$ cat src/rtl/uriscv_muldiv_arb.sv
// rtl/uriscv_muldiv_arb.sv - two-port round-robin arbiter/sequencer for the shared M-extension unit
// One op in flight at a time; a watchdog turns a missing completion into an error response.
module uriscv_muldiv_arb #(
    parameter int TIMEOUT_CYCLES = 48
) (
    input  logic        clk,
    input  logic        rst_n,
    input  logic        req0_valid_i,
    output logic        req0_ready_o,
    input  logic [2:0]  req0_op_i,
    input  logic [31:0] req0_ra_i,
    input  logic [31:0] req0_rb_i,
    input  logic        req1_valid_i,
    output logic        req1_ready_o,
    input  logic [2:0]  req1_op_i,
    input  logic [31:0] req1_ra_i,
    input  logic [31:0] req1_rb_i,
    output logic        rsp0_valid_o,
    input  logic        rsp0_ready_i,
    output logic        rsp1_valid_o,
    input  logic        rsp1_ready_i,
    output logic [31:0] rsp_result_o,
    output logic        rsp_err_o,
    output logic        md_valid_o,
    output logic [7:0]  md_inst_o,
    output logic [31:0] md_ra_o,
    output logic [31:0] md_rb_o,
    input  logic        md_ready_i,
    input  logic [31:0] md_result_i,
    output logic        busy_o
);
    localparam int WD_W = $clog2(TIMEOUT_CYCLES + 1);
    localparam logic [WD_W-1:0] WD_MAX  = WD_W'(TIMEOUT_CYCLES);
    localparam logic [WD_W-1:0] WD_LAST = WD_W'(TIMEOUT_CYCLES - 1);

    typedef enum logic [1:0] {S_IDLE, S_ISSUE, S_WAIT, S_RESP} state_e;

    state_e            state_q, state_d;
    logic              rr_q, rr_d;
    logic              port_q, port_d;
    logic [2:0]        op_q, op_d;
    logic [31:0]       ra_q, ra_d;
    logic [31:0]       rb_q, rb_d;
    logic [31:0]       result_q, result_d;
    logic              err_q, err_d;
    logic [WD_W-1:0]   wd_q, wd_d;
    logic              grant_valid;
    logic              grant_port;
    logic              rsp_ack;

    // rr_q names the port that wins a tie, i.e. the one not granted last.
    always_comb begin
        grant_valid = req0_valid_i | req1_valid_i;
        grant_port  = (req0_valid_i & req1_valid_i) ? rr_q : req1_valid_i;
        rsp_ack     = port_q ? rsp1_ready_i : rsp0_ready_i;
    end

    always_comb begin
        state_d      = state_q;
        rr_d         = rr_q;
        port_d       = port_q;
        op_d         = op_q;
        ra_d         = ra_q;
        rb_d         = rb_q;
        result_d     = result_q;
        err_d        = err_q;
        wd_d         = wd_q;
        req0_ready_o = 1'b0;
        req1_ready_o = 1'b0;
        rsp0_valid_o = 1'b0;
        rsp1_valid_o = 1'b0;
        rsp_result_o = 32'd0;
        rsp_err_o    = 1'b0;
        md_valid_o   = 1'b0;
        md_inst_o    = 8'd0;
        md_ra_o      = 32'd0;
        md_rb_o      = 32'd0;
        unique case (state_q)
            S_IDLE: begin
                if (grant_valid) begin
                    req0_ready_o = ~grant_port;
                    req1_ready_o = grant_port;
                    port_d       = grant_port;
                    op_d         = grant_port ? req1_op_i : req0_op_i;
                    ra_d         = grant_port ? req1_ra_i : req0_ra_i;
                    rb_d         = grant_port ? req1_rb_i : req0_rb_i;
                    rr_d         = ~grant_port;
                    state_d      = S_ISSUE;
                end
            end
            S_ISSUE: begin
                md_valid_o = 1'b1;
                md_inst_o  = 8'b1 << op_q;
                md_ra_o    = ra_q;
                md_rb_o    = rb_q;
                wd_d       = '0;
                state_d    = S_WAIT;
            end
            S_WAIT: begin
                if (wd_q != WD_MAX) begin
                    wd_d = wd_q + 1'b1;
                end
                if (md_ready_i) begin
                    result_d = md_result_i;
                    err_d    = 1'b0;
                    state_d  = S_RESP;
                end else if (wd_q == WD_LAST) begin
                    result_d = 32'd0;
                    err_d    = 1'b1;
                    state_d  = S_RESP;
                end
            end
            S_RESP: begin
                rsp0_valid_o = ~port_q;
                rsp1_valid_o = port_q;
                rsp_result_o = result_q;
                rsp_err_o    = err_q;
                if (rsp_ack) begin
                    state_d = S_IDLE;
                end
            end
            default: state_d = S_IDLE;
        endcase
    end

    assign busy_o = (state_q != S_IDLE);

    always_ff @(posedge clk or negedge rst_n) begin
        if (!rst_n) begin
            state_q  <= S_IDLE;
            rr_q     <= 1'b0;
            port_q   <= 1'b0;
            op_q     <= 3'd0;
            ra_q     <= 32'd0;
            rb_q     <= 32'd0;
            result_q <= 32'd0;
            err_q    <= 1'b0;
            wd_q     <= '0;
        end else begin
            state_q  <= state_d;
            rr_q     <= rr_d;
            port_q   <= port_d;
            op_q     <= op_d;
            ra_q     <= ra_d;
            rb_q     <= rb_d;
            result_q <= result_d;
            err_q    <= err_d;
            wd_q     <= wd_d;
        end
    end
endmodule
$ cat config.mk
export PLATFORM = sky130hd
export DESIGN_NAME = uriscv_muldiv_arb
export DESIGN_NICKNAME = d
export VERILOG_FILES = /design/src/rtl/uriscv_muldiv_arb.sv
export SDC_FILE = /design/constraint.sdc
export NUM_CORES = 1
export LEC_CHECK = 0
export CORE_MARGIN = 4
export CORE_UTILIZATION = 35
export CTS_CLUSTER_SIZE = 10
export DETAILED_ROUTE_END_ITERATION = 8
export PLACE_DENSITY_LB_ADDON = 0.05
export SYNTH_ARGS = -nofsm -noshare
export SYNTH_HDL_FRONTEND = slang
export SYNTH_SLANG_ARGS = --single-unit
$ cat constraint.sdc
create_clock -name clk -period 1.9 [get_ports clk]
set_input_delay 0.38 -clock clk [delete_from_list [all_inputs] [get_ports clk]]
set_output_delay 0.38 -clock clk [all_outputs]
set_load 0.05 [all_outputs]
# ---- Word-level counts from Yosys, hierarchy flattened
# Index checks and enable logic that the tools add are counted.
# W data, S select, Z words.
dict set report word_totals {
  wordCells 60
  in_bits 173
  reg_bits 110
  output_inout_bits 111
}
dict set report classes {
  mux 28
  n_bitwise 4
  n_shift 1
  n_eq_ne 9
  n_reduce_logical 8
  addsub 1
}
# op n
set op_table {}
lappend op_table {{$mux W32} 7}
lappend op_table {{$mux W1} 12}
lappend op_table {{$pmux W6 S2} 1}
lappend op_table {{$mux W2} 4}
lappend op_table {{$mux W8} 1}
lappend op_table {{$pmux W2 S4} 1}
lappend op_table {{$shl A1 B3 Y8 const A} 1}
lappend op_table {{$add A6 B1 Y6 const B} 1}
lappend op_table {{$eq A6 B6 Y1 const B} 1}
lappend op_table {{$mux W6} 1}
lappend op_table {{$ne A2 B2 Y1 const B} 3}
lappend op_table {{$ne A6 B6 Y1 const B} 1}
lappend op_table {{$reduce_and A2 Y1} 3}
lappend op_table {{$reduce_bool A2 Y1} 3}
lappend op_table {{$eq A2 B2 Y1 const B} 2}
lappend op_table {{$mux W3} 1}
lappend op_table {{$ne A3 B3 Y1 const B} 1}
lappend op_table {{$reduce_and A3 Y1} 1}
lappend op_table {{$eq A2 B1 Y1 const B} 1}
lappend op_table {{$logic_not A2 Y1} 1}
lappend op_table {{$not A1 Y1} 2}
lappend op_table {{$and A1 B1 Y1} 1}
lappend op_table {{$or A1 B1 Y1} 1}

# ---- Longest topological paths before layout
dict set report depth {
  depth_word 5
  mapped_depth 8
  mapped_depth_nobuf 6
}

# ---- Least setup slack after synthesis
# OpenSTA, ideal clock, no wires.
dict set report synth_path {
  path_kind {reg2out}
  from {register state_q[1]}
  to {output port md_inst_o[4]}
  slack_ns -0.958
  path_stages_with_launch 6
  arrival_time_ns 2.478
  path_buffers 1
  t_required_ns 1.520
  path_cell_list {dfrtp_1 > inv_1 > ha_1 > clkbuf_1 > nand2_1 > nor3_1}
}
dict set report synth_between {
  elab_chain_len 2
}
# element line_no
set synth_lines {}
lappend synth_lines {{from (decl)} 38} ;# state_e state_q, state_d;
lappend synth_lines {{from (signal assigned)} 140} ;# state_q <= state_d;
lappend synth_lines {{$eq A2 B1 Y1} 78} ;# unique case (state_q)
lappend synth_lines {{$mux W8} 78}
lappend synth_lines {{to (decl)} 25} ;# output logic [7:0] md_inst_o,
# Every way passes these cells.

# ---- Worst setup path after layout
dict set report layout_path {
  from {register state_q[0]}
  to {output port rsp_result_o[9]}
}
dict set report layout_between {
  elab_chain_len 2
}
# element line_no
set layout_lines {}
lappend layout_lines {{$eq A2 B2 Y1} 78}
lappend layout_lines {{$mux W32} 78}
lappend layout_lines {{to (decl)} 22} ;# output logic [31:0] rsp_result_o,
# Every way passes these cells.

==> results.sh <==
export IMPL_outcome="complete, but fails checks"
export IMPL_violations="negative setup slack"
export IMPL_placementRows=45
export IMPL_drt_drc_violations_left=0
export IMPL_clk_latency_ns=0.35
export IMPL_start_util_pct=35.8
export IMPL_wl_per_cell_um=18.0
export IMPL_dpl_cell_area_um2=9900
export IMPL_initialDrtViolationCount=245
export IMPL_cts_tree="done"
export IMPL_clkTransAtPathRegs_ns=0.07
export IMPL_p_leak_nw=4.64
export IMPL_yosysSeqAreaShare_pct=50.6
export IMPL_path_common_cell="buf_12"
export IMPL_fillers=1121
export IMPL_async_reset_ff_share_pct=100
export IMPL_overflow=0
export IMPL_grt_pass1_wl_um=28200
export IMPL_crit_required_ns=1.52
export IMPL_cpPeakStageDelay_ns=0.38
export IMPL_seq_area_um2=2750
export IMPL_synth_cells=524
export IMPL_port_buffers=283
export IMPL_synth_area_leaders="dfrtp_1, and2_1, mux2i_1"
export IMPL_max_vdd_ir_drop_v=0.000852
export IMPL_synth_warning_count=0
export IMPL_stdcell_count=1001
export IMPL_power_density_nw_per_um2=1550
export IMPL_final_max_slew_viol_count=0
export IMPL_dp_cells=979
export IMPL_fin_skew_ns=0.0107
export IMPL_fin_util_pct=68.3
export IMPL_gp_congestion=0.829
export IMPL_final_layout_size_suffix_gt1_share_pct=29.9
export IMPL_cp_start_kind="register"
export IMPL_cts_sinks=110
export IMPL_hold_path_class="in -> async"
export IMPL_critPathCaptureType="output port"
export IMPL_dieArea_um2=17600
export IMPL_tightest_slew_ns=0.444
export IMPL_final_area_um2=10400
export IMPL_relSlewSlack_pct=70.1
export IMPL_max_cap_viol_count=0
export IMPL_die_h_um=133
export IMPL_yosysTopAreaCellShare_pct=50.6
export IMPL_hold_worst_slack_ns=0.398
export IMPL_finalPower_mw=16.0
export IMPL_area_growth_pct=90.8
export IMPL_drtAntennaViolNets=0
export IMPL_post_route_period_util_pct=107
export IMPL_io_pins=284
export IMPL_rsz0062_at_grt="yes"
export IMPL_cp_max_fo=35
export IMPL_dpl_hpwl_um=14000
export IMPL_syn_nets=703
export IMPL_cts_buffers=9
export IMPL_grt_max_degree=61
export IMPL_synth_area_um2=5440
export IMPL_multi_input_area_um2=2750
export IMPL_timing_fmax_ghz=0.494
export IMPL_max_clock_path_buffers=2
export IMPL_synth_area_leader_cell="dfrtp_1"
export IMPL_critical_path_class="reg -> out"
export IMPL_route_final_wire_length_um=18000
export IMPL_synth_enable_flop_cells=0
export IMPL_finalCriticalPeriod_ns=2.02
export IMPL_synth_distinct_cells=31
export IMPL_tns_ns=-9.55
export IMPL_hold_viol=0
export IMPL_place_ws_ns=-0.172
export IMPL_clock_root_buffer="clkbuf_16"
export IMPL_die_x_um=133
export IMPL_grt_usage_pct=20.2
export IMPL_critPathArrivalTime_ns=1.64
export IMPL_vias=4955
export IMPL_synth_seq_cells=110
export IMPL_ctsHtreeMaxLevel=3
export IMPL_nets=987
export IMPL_fin_ws_ns=-0.124
export IMPL_grt_pass1_vias=5157
export IMPL_avgSynthCellArea_um2=10.4
export IMPL_crit_chain="buf_4 > ha_1 > buf_12 > and2_1 > buf_12"
export IMPL_crit_slowest_cell="dfrtp_1"
export IMPL_grt_antenna_before_repair=0
export IMPL_report_final_setup_viol=103
export IMPL_synth_flop_cell="dfrtp_1"
export IMPL_insertedDiodeCount=0
export IMPL_first_pass_iters=4
export IMPL_avgViaCountPerCell=4.95
export IMPL_core_area_um2=15200
-- final timing paths --
check,start,to,slack [ns],cells after the start
setup / recovery,state_q[0],rsp_result_o[9],-0.12,5
setup reg to reg,state_q[1],ra_q[27],0.04,10
max in group asynchronous,rst_n,op_q[0],0.98,3
hold reg to reg,ra_q[18],ra_q[18],0.47,2
min in group clk,ra_q[18],ra_q[18],0.47,2
hold / removal,rst_n,result_q[5],0.40,2
-- cells by family after synthesis --
kind of cell               count (synthesis)  share of synthesized area, %
DFF                                      110                          50.6
muxes                                     42                          7.75
buffers and inverters                     50                          3.79
adders and majority gates                  6                          1.38
and+or+nand+nor                          200                          20.5
AOI/OAI and AO/OA                        114                          15.7
xor gates and xnor gates                   2                         0.322
-- worst max-delay path, delay by kind of cell, from the launching register on --
| kind | cells | cell delay, ns |
|---|---|---|
| adders and majority gates | 1 | 0.24 |
| buffers and inverters | 3 | 0.48 |
| and+or+nand+nor | 1 | 0.19 |
| DFF | 1 | 0.38 |
-- repair_timing --
action,CTS,global route
hold buffers,1,0
endpoints found under the setup margin,111,110
pin swaps,2,6
buffers inserted,3,3
resized for setup,38,8
endpoints found under the hold margin,6,0
-- per-layer routing --
layer	vias to the layer above	track usage, %	share of wire (%)
met5	-	0	0
met3	23	6.27	7.9
met4	0	7.33	2.6
met2	209	33.8	50
met1	2349	24.8	40
li1	2374	-	-
-- report_power, final --
group	switching (mW)	internal (mW)	total (mW)
Sequential	0.665	3.46	4.12
Clock	0.853	0.968	1.82
Combinational	5.13	4.97	10.1
Total	6.65	9.40	16.0
-- state kept, by name (all words and copies together) (netlist names) --
name and cells:
ra_q 32, wd_q 6, port_q 1, op_q 3, rr_q 1, state_q 2, err_q 1, result_q 32
rb_q 32
-- cells in the final DEF, fill, tap and decap left out, drive strengths merged --
master,instances
a21o,2
a21oi,2
a221o,27
a221oi,1
a22o,33
and2,127
and3,1
and4b,1
buf,142
clkbuf,12
clkdlybuf4s50,169
clkinv,2
clkinvlp,2
dfrtp,110
dlygate4sd2,2
dlygate4sd3,1
ha,6
inv,9
mux2,1
mux2i,41
nand2,43
nand2b,6
nand3,6
nand4,1
nand4b,1
nor2,10
nor2b,2
nor3,2
o211a,1
o21ai,47
o32a,1
xnor2,2
-- synthesized netlist by cell type, types with 2 or more instances --
cell type  number
a21o_1          2
a21oi_1         2
a221o_1        27
a22o_1         33
and2_1        127
buf_2          15
clkbuf_1       25
dfrtp_1       110
ha_1            6
inv_1           8
mux2i_1        41
nand2_1        43
nand2b_1        6
nand3_1         6
nor2_1         10
nor2b_1         2
nor3_1          2
o21ai_0        45
xnor2_1         2
-- area by class of cell --
| class | count | area share (%) |
|---|---|---|
| clock buffers | 12 | 2.47 |
| clock inverters | 4 | 0.289 |
| inverters | 9 | 0.362 |
| multi-input cells | 364 | 26.5 |
| flip-flops and latches | 110 | 26.5 |
| well taps | 188 | 2.27 |
| repair buffers | 314 | 41.6 |
No activity file was read; power rests on OpenSTA's default activity.
